[src/rtl/quad_reg_pkg.sv]
// Shared types and helpers for the quad register unloader.
package quad_reg_pkg;

  typedef enum logic {ST_IDLE, ST_SHIFT} state_e;

  // Serial line level while no word is being unloaded (bank set state).
  localparam logic SO_IDLE_LVL = 1'b1;

  function automatic int unsigned cnt_width(input int unsigned n);
    return (n < 2) ? 1 : $clog2(n);
  endfunction

endpackage

[src/rtl/quad_reg_shifter.sv]
// Loadable shift register with head-bit select; vacated positions fill with the idle level.
module quad_reg_shifter
  import quad_reg_pkg::*;
#(
  parameter int unsigned WIDTH     = 4,
  parameter int unsigned LSB_FIRST = 1
) (
  input  logic             clk,
  input  logic             rst,
  input  logic             load,
  input  logic             shift,
  input  logic [WIDTH-1:0] din,
  output logic             head
);

  logic [WIDTH-1:0] sr_q, sr_d;

  always_comb begin
    sr_d = sr_q;
    if (load) begin
      sr_d = din;
    end else if (shift) begin
      if (LSB_FIRST != 0) sr_d = {SO_IDLE_LVL, sr_q[WIDTH-1:1]};
      else                sr_d = {sr_q[WIDTH-2:0], SO_IDLE_LVL};
    end
  end

  always_ff @(posedge clk) begin
    if (rst) sr_q <= '1;
    else     sr_q <= sr_d;
  end

  assign head = (LSB_FIRST != 0) ? sr_q[0] : sr_q[WIDTH-1];

endmodule

[src/rtl/quad_reg_unloader.sv]
// Parallel-to-serial unloader with valid/ready on both sides.
// Define QUAD_REG_UNLOADER_PARITY_EN to append an even-parity beat after the data bits.
module quad_reg_unloader
  import quad_reg_pkg::*;
#(
  parameter int unsigned WIDTH     = 4,
  parameter int unsigned LSB_FIRST = 1
) (
  input  logic             CP,
  input  logic             RST,
  input  logic [WIDTH-1:0] D,
  input  logic             LOAD_VALID,
  output logic             LOAD_READY,
  output logic             SO,
  output logic             SO_VALID,
  input  logic             SO_READY,
  output logic             BUSY,
  output logic             DONE
);

`ifdef QUAD_REG_UNLOADER_PARITY_EN
  localparam int unsigned BEATS = WIDTH + 1;
`else
  localparam int unsigned BEATS = WIDTH;
`endif
  localparam int unsigned CNT_W = cnt_width(BEATS);
  localparam logic [CNT_W-1:0] LAST_CNT = CNT_W'(BEATS - 1);

  state_e           state_q, state_d;
  logic [CNT_W-1:0] cnt_q, cnt_d;
  logic             done_q, done_d;
  logic             sh_load, sh_shift, sh_head;
  logic [BEATS-1:0] sh_din;

`ifdef QUAD_REG_UNLOADER_PARITY_EN
  // Parity sits at the tail end so it leaves after the last data bit.
  logic par;
  assign par    = ^D;
  assign sh_din = (LSB_FIRST != 0) ? {par, D} : {D, par};
`else
  assign sh_din = D;
`endif

  quad_reg_shifter #(
    .WIDTH    (BEATS),
    .LSB_FIRST(LSB_FIRST)
  ) u_shifter (
    .clk  (CP),
    .rst  (RST),
    .load (sh_load),
    .shift(sh_shift),
    .din  (sh_din),
    .head (sh_head)
  );

  always_comb begin
    state_d    = state_q;
    cnt_d      = cnt_q;
    done_d     = 1'b0;
    sh_load    = 1'b0;
    sh_shift   = 1'b0;
    LOAD_READY = 1'b0;
    SO_VALID   = 1'b0;
    BUSY       = 1'b0;
    unique case (state_q)
      ST_IDLE: begin
        LOAD_READY = 1'b1;
        if (LOAD_VALID) begin
          sh_load = 1'b1;
          cnt_d   = '0;
          state_d = ST_SHIFT;
        end
      end
      ST_SHIFT: begin
        SO_VALID = 1'b1;
        BUSY     = 1'b1;
        if (SO_READY) begin
          sh_shift = 1'b1;
          cnt_d    = cnt_q + 1'b1;
          if (cnt_q == LAST_CNT) begin
            cnt_d   = '0;
            done_d  = 1'b1;
            state_d = ST_IDLE;
          end
        end
      end
      default: state_d = ST_IDLE;
    endcase
  end

  always_ff @(posedge CP) begin
    if (RST) begin
      state_q <= ST_IDLE;
      cnt_q   <= '0;
      done_q  <= 1'b0;
    end else begin
      state_q <= state_d;
      cnt_q   <= cnt_d;
      done_q  <= done_d;
    end
  end

  assign SO   = (state_q == ST_SHIFT) ? sh_head : SO_IDLE_LVL;
  assign DONE = done_q;

endmodule
[config.mk]
export PLATFORM = sky130hd
export DESIGN_NAME = quad_reg_unloader
export DESIGN_NICKNAME = d
export VERILOG_FILES = /design/src/rtl/quad_reg_pkg.sv /design/src/rtl/quad_reg_shifter.sv /design/src/rtl/quad_reg_unloader.sv
export SDC_FILE = /design/constraint.sdc
export NUM_CORES = 1
export LEC_CHECK = 0
export CAP_MARGIN = 10
export CORE_AREA = 10 10 47 49
export DETAILED_ROUTE_END_ITERATION = 7
export DIE_AREA = 0 0 57 59
export GPL_TIMING_DRIVEN = 0
export SLEW_MARGIN = 20
export SYNTH_ARGS = -nofsm -noshare
export SYNTH_HDL_FRONTEND = slang
export SYNTH_HIERARCHICAL = 1
export SYNTH_SLANG_ARGS = --single-unit
[constraint.sdc]
create_clock -name CP -period 1.35 [get_ports CP]
set_input_delay 0.2025 -clock CP [delete_from_list [all_inputs] [get_ports CP]]
set_output_delay 0.2025 -clock CP [all_outputs]
set_load 0.005 [all_outputs]
==> run metrics, run 1 <==
outcome=complete, no violations; max cap viols=0; worst reg2reg endpoint=u_shifter/sr_q[0]; crit path max fanout=1; initial antenna violation count=0; # port buffers=12; final setup fails=0; DRC Markers=0; Seq/Total Area, Yosys=41.0%; CTS tree=built; area grow syn2layout=44.6%; synth warn=6; final hold slack=0.498 ns; Arr. time, crit path=1.04 ns; worst path cell trace=clkdlybuf4s50_1; Max-slew headroom=76.5%; root buf cell=clkbuf_4; Seq pwr share=around half; IO Count=13; Syn Inst Count=38; hpwl dp=636 um; floorplan die height=59 um; Initial DRT Pass Iterations=1; crit end category=primary output; Post-Syn Nets=47; Mapped Avg Cell Area=10.3 um^2; GR Util All Layers=5.68%; register clock-pin slew on the reported worst setup and hold paths=about 0.050 ns; Antenna Nets Post-Route=0; WHS Path Cells=2; Yosys reg bits=8; number of global-route vias before repair=366; critical path type=register to primary output; r2r startpoint=state_q; Core Region=1400 um^2; layout cells sized above 1=20.4%; grt ovf=0; starting density of the core=~28%; crit-path max cell delay=around 0.49 ns; first-pass GRT wire length=between 1000 and 1500 um; routability cong.=0.647; Nets=65; via count=about 320; DP Cell Count=66; Worst Clk Skew=0.000967 ns; switching share of power=23.0%; Sw Pwr=121 uW; final-report hold violation count=0; Clk pwr share=33.9%; WL per Instance=12.0 um; total CTS buffers=3; DRT iter0 DRCs=0; Final TNS setup=0 ns; Hold Path Class=register to register; die width=57 um; clock sink count=8; Via-to-Cell Ratio=about 4.6; Slew Viols, Final=0; Pwr Density=932 nW/um^2; largest net degree at the start of global routing=12; P_leak=between 0.2 and 0.25 nW; n_diodes=0; final wirelength=838 um; Worst-Margin Slew=0.351 ns; WP buf/inv=1; Comb power frac=17.5%; CTS max path bufs=2; unrepaired setup endpoints after global routing=no; required time of the critical path=1.15 ns; Worst R2R Path Depth=4; maximum operating frequency=approximately 0.8 GHz; Hold Startpoint=cnt_q[1]; Clk Latency, worst-skew pair=between 0.2 and 0.3 ns; Critical Path Source Type=register; Yosys cell types=19; Hold Path End=cnt_q[1]; FP Rows=14; Mapped Area=390 um^2; H-Tree Depth=1; final core area utilization=40.3%; worst vdd ir=~530 uV; Internal=between 400 and 500 uW; min cycle time layout=~1.2 ns; Die ar.=3360 um^2; Post-Layout Cell Count=70; period utilization=92.3%; Worst R2R Setup Slack=0.19 ns; slowest cell on the critical path=clkdlybuf4s50_1; family with the most delay on the worst path=buffers and inverters
==> metrics by stage <==
step | cell area, um^2 | setup WS (ns) | power, mW
4_1_cts | 561 | 0.0148 | 0.539
2_1_floorplan | 390 | 0.249 | 0.306
5_1_grt | 564 | 0.0471 | 0.559
3_3_place_gp | 531 | -0.0768 | 0.354
3_5_place_dp | 531 | -0.0893 | 0.355
6_report | 564 | 0.104 | 0.526
==> routing by layer <==
metal	vias up	share of wire (%)	global-route usage [%]
li1	166	-	-
met1	144	41	4.92
met2	9	49	9.46
met3	2	8.9	4.29
met4	0	1.2	3.02
met5	-	0	0
==> timing repair <==
| item | in CTS | in global routing |
|---|---|---|
| gates resized for setup | 5 | 2 |
| setup buffers | 1 | 0 |
| endpoints found under the setup margin | 4 | 2 |
| hold endpoints to repair | 0 | 0 |
| hold buffers | 0 | 0 |
==> layout by cell type (no fill, tap or decap), types with 2 or more instances in the layout <==
cell	netlist	routed
buf_4	1	2
nor3b_1	4	4
nand2b_1	2	2
clkbuf_4	0	3
dlygate4sd2_1	0	2
nor2_1	2	2
mux2i_1	3	3
clkdlybuf4s50_1	0	8
inv_1	3	3
dfxtp_1	8	7
o32ai_2	2	2
a21oi_1	3	3
==> kinds of logic after synthesis <==
logic type / share of synthesized area, %
buffers and inverters: 4.81
AO/OA/AOI/OAI: 16.3
multiplexers: 11.5
flip-flops: 41.0
AND/OR/NAND/NOR: 23.1
adder cells (fa/ha/maj): 3.20
==> worst max-delay path by stage <==
stage	to	cells after the start	slack [ns]	start
2_1_floorplan	u_shifter/sr_q[1]	4	0.25	state_q
3_3_place_gp	u_shifter/sr_q[2]	5	-0.08	SO_READY
3_5_place_dp	u_shifter/sr_q[1]	5	-0.09	SO_READY
4_1_cts	BUSY	1	0.01	state_q
5_1_grt	DONE	1	0.05	DONE
6_report	DONE	1	0.10	DONE
==> power by group through the flow <==
stage / logic, mW / registers [mW] / clock network [mW]
2_1_floorplan: 0.0452 / 0.261 / 0
3_3_place_gp: 0.0909 / 0.263 / 0
3_5_place_dp: 0.0914 / 0.264 / 0
4_1_cts: 0.0937 / 0.256 / 0.189
5_1_grt: 0.102 / 0.256 / 0.201
6_report: 0.0921 / 0.256 / 0.179
==> cells in the mapped netlist <==
cell / count / area share [%]
a311oi_1: 1 / 2.2
or2b_1: 1 / 1.9
nand2_2: 1 / 1.6
nor2_1: 2 / 1.9
mux2_4: 1 / 3.8
nor2b_1: 1 / 1.6
ha_1: 1 / 3.2
a21oi_1: 3 / 3.8
o32ai_2: 2 / 8.3
mux2i_1: 3 / 7.7
nor3_1: 1 / 1.3
o21bai_1: 1 / 1.9
dfxtp_1: 8 / 41
nor3b_1: 4 / 7.7
and2b_2: 1 / 2.2
inv_1: 3 / 2.9
or2_1: 1 / 1.6
buf_4: 1 / 1.9
nand2b_1: 2 / 3.2
==> cell type report <==
class,count,area [um^2]
clock buffer,3,22.5
inverter,3,11.3
fill,154,837
buffer,1,7.51
multi-input combinational,26,211
tap,16,20.0
sequential,8,164
timing repair buffer,13,128
==> registers in the layout (all words and copies together) (netlist names) <==
signal          flops
DONE                1
state_q             1
cnt_q               2
u_shifter/sr_q      4
Note: power is estimated with default switching activity, not from simulation.
==> run 2, diff against run 1 <==
==> constraint.sdc (replaced) <==
create_clock -name CP -period 1.35 [get_ports CP]
set_input_delay 0.3375 -clock CP [delete_from_list [all_inputs] [get_ports CP]]
set_output_delay 0.3375 -clock CP [all_outputs]
set_load 0.005 [all_outputs]
==> run 2 against run 1 <==
  * Sequential cell count unchanged
  * Worst setup slack got worse by 0.030 ns
  * Clock power is essentially flat
  * Critical endpoint is now SO
==> run metrics, run 2 (synthesis results as in run 1) <==
outcome=complete, no violations; FP Rows=14 (unchanged); first-pass GRT wire length=1490 um (unchanged); Via-to-Cell Ratio=4.59 (unchanged); DRC Markers=0 (unchanged); maximum operating frequency=0.783 GHz (-2.4%); Pwr Density=947 nW/um^2 (+1.5%); final-report hold violation count=0 (unchanged); critical path type=register to primary output; hpwl dp=636 um (unchanged); most frequent cells in the layout=7 x dfxtp_1, 7 x clkdlybuf4s50_1, 4 x nor3b_1; Die ar.=3360 um^2 (unchanged); crit end category=primary output; final wirelength=840 um (+0.24%); via count=321 (unchanged); Hold Path Class=register to register; clock sink count=8 (unchanged); Critical Path Source Type=register; Worst Clk Skew=0.000967 ns (unchanged); Clk Latency, worst-skew pair=0.25 ns (about the same); required time of the critical path=1.01 ns (-0.14 ns); Slew Viols, Final=0 (unchanged); register clock-pin slew on the reported worst setup and hold paths=0.05 ns (about the same); Post-Layout Cell Count=70 (unchanged); Nets=65 (unchanged); starting density of the core=27.9% (unchanged); Antenna Nets Post-Route=0 (unchanged); final hold slack=0.499 ns (+0.000381 ns); crit path max fanout=5 (+4); Worst R2R Path Depth=4 (unchanged); Worst-Margin Slew=0.351 ns (unchanged); Final TNS setup=0 ns (unchanged); GR Util All Layers=5.68% (unchanged); n_diodes=0 (unchanged); routability cong.=0.647 (unchanged); Max-slew headroom=76.5% (unchanged); final setup fails=0 (unchanged); WHS Path Cells=2 (unchanged); Initial DRT Pass Iterations=1 (unchanged); max reg flops=4 (unchanged); CTS max path bufs=2 (unchanged); WL per Instance=12.0 um (+0.24%); number of global-route vias before repair=366 (unchanged); layout cells sized above 1=24.1% (+3.7 points); Top Registers=u_shifter/sr_q: 4 flops, cnt_q: 2 flops; min cycle time layout=1.28 ns (+0.0305 ns); worst vdd ir=526 uV (about the same); Arr. time, crit path=0.94 ns (-0.10 ns); Post-Place Setup Slack=-0.224 ns (-0.135 ns); area grow syn2layout=42.3%; die width=57 um (unchanged); root buf cell=clkbuf_4; total CTS buffers=3 (unchanged); initial antenna violation count=0 (unchanged); # port buffers=12 (unchanged); floorplan die height=59 um (unchanged); H-Tree Depth=1 (unchanged); Core Region=1400 um^2 (unchanged); max cap viols=0 (unchanged); P_leak=0.224 nW (-4.1%); unrepaired setup endpoints after global routing=no; largest net degree at the start of global routing=12 (unchanged); period utilization=94.6% (+2.3 points); DRT iter0 DRCs=0 (unchanged); grt ovf=0 (unchanged); IO Count=13 (unchanged); final core area utilization=39.6% (-0.63 points); CTS tree=built; most flop-heavy register=u_shifter/sr_q; Final WS setup=0.0735 ns (-0.0305 ns); DP Cell Count=66 (unchanged)
-- run 2: cell count changes in the layout (fill, tap and decap cells not counted), sizes merged --
cell / previous run / this run
dlygate4sd2: 2 / 3
clkbuf: 3 / 4
clkdlybuf4s50: 8 / 7
dlymetal6s2s: 1 / 0
-- run 2: stage by stage --
step | cell area (um^2) | total power, mW
6_report | 556 | 0.526
5_1_grt | 556 | 0.559
4_1_cts | 559 | 0.537
3_5_place_dp | 531 | 0.355
3_3_place_gp | 531 | 0.354
2_1_floorplan | 390 | 0.306
-- run 2: what timing repair did --
item	in CTS	in global routing
setup buffers	1	0
setup endpoints to repair	5	4
hold buffers	0	0
gates resized for setup	8	3
-- run 2: where the power goes --
part           leakage [nW]  total, mW  switching, mW  internal, mW
clock network        0.0138      0.179         0.0771         0.101
registers            0.0662      0.256        0.00751         0.248
logic                 0.144     0.0917         0.0366        0.0551
total                 0.224      0.526          0.121         0.405
-- run 2: per-layer routing --
metal / vias up / track usage (%) / wire length (um)
li1: 166 / - / -
met4: 0 / 3.02 / 10
met5: - / 0 / 0
met3: 2 / 4.29 / 75
met2: 9 / 9.46 / 409
met1: 144 / 4.92 / 344
-- run 2: path summary, 6_finish.rpt --
kind / slack [ns] / endpoint / start
worst max-delay path: 0.07 / SO / state_q
worst min-delay path: 0.50 / cnt_q[1] / cnt_q[1]
worst max register to register: 0.19 / u_shifter/sr_q[0] / state_q
worst min register to register: 0.50 / cnt_q[1] / cnt_q[1]
-- run 2: cell type report --
cell class,instances,area [um^2]
Tap cell,16,20.0
Timing Repair Buffer,13,119
Multi-Input combinational cell,26,211
Inverter,3,11.3
Sequential cell,8,164
Clock buffer,3,22.5
Fill cell,157,846
Buffer,1,7.51
-- run 2: critical path, stage by stage (launching register included) --
cell      delay [ns]
dfxtp_4         0.36
or2b_1          0.22
clkbuf_2        0.11
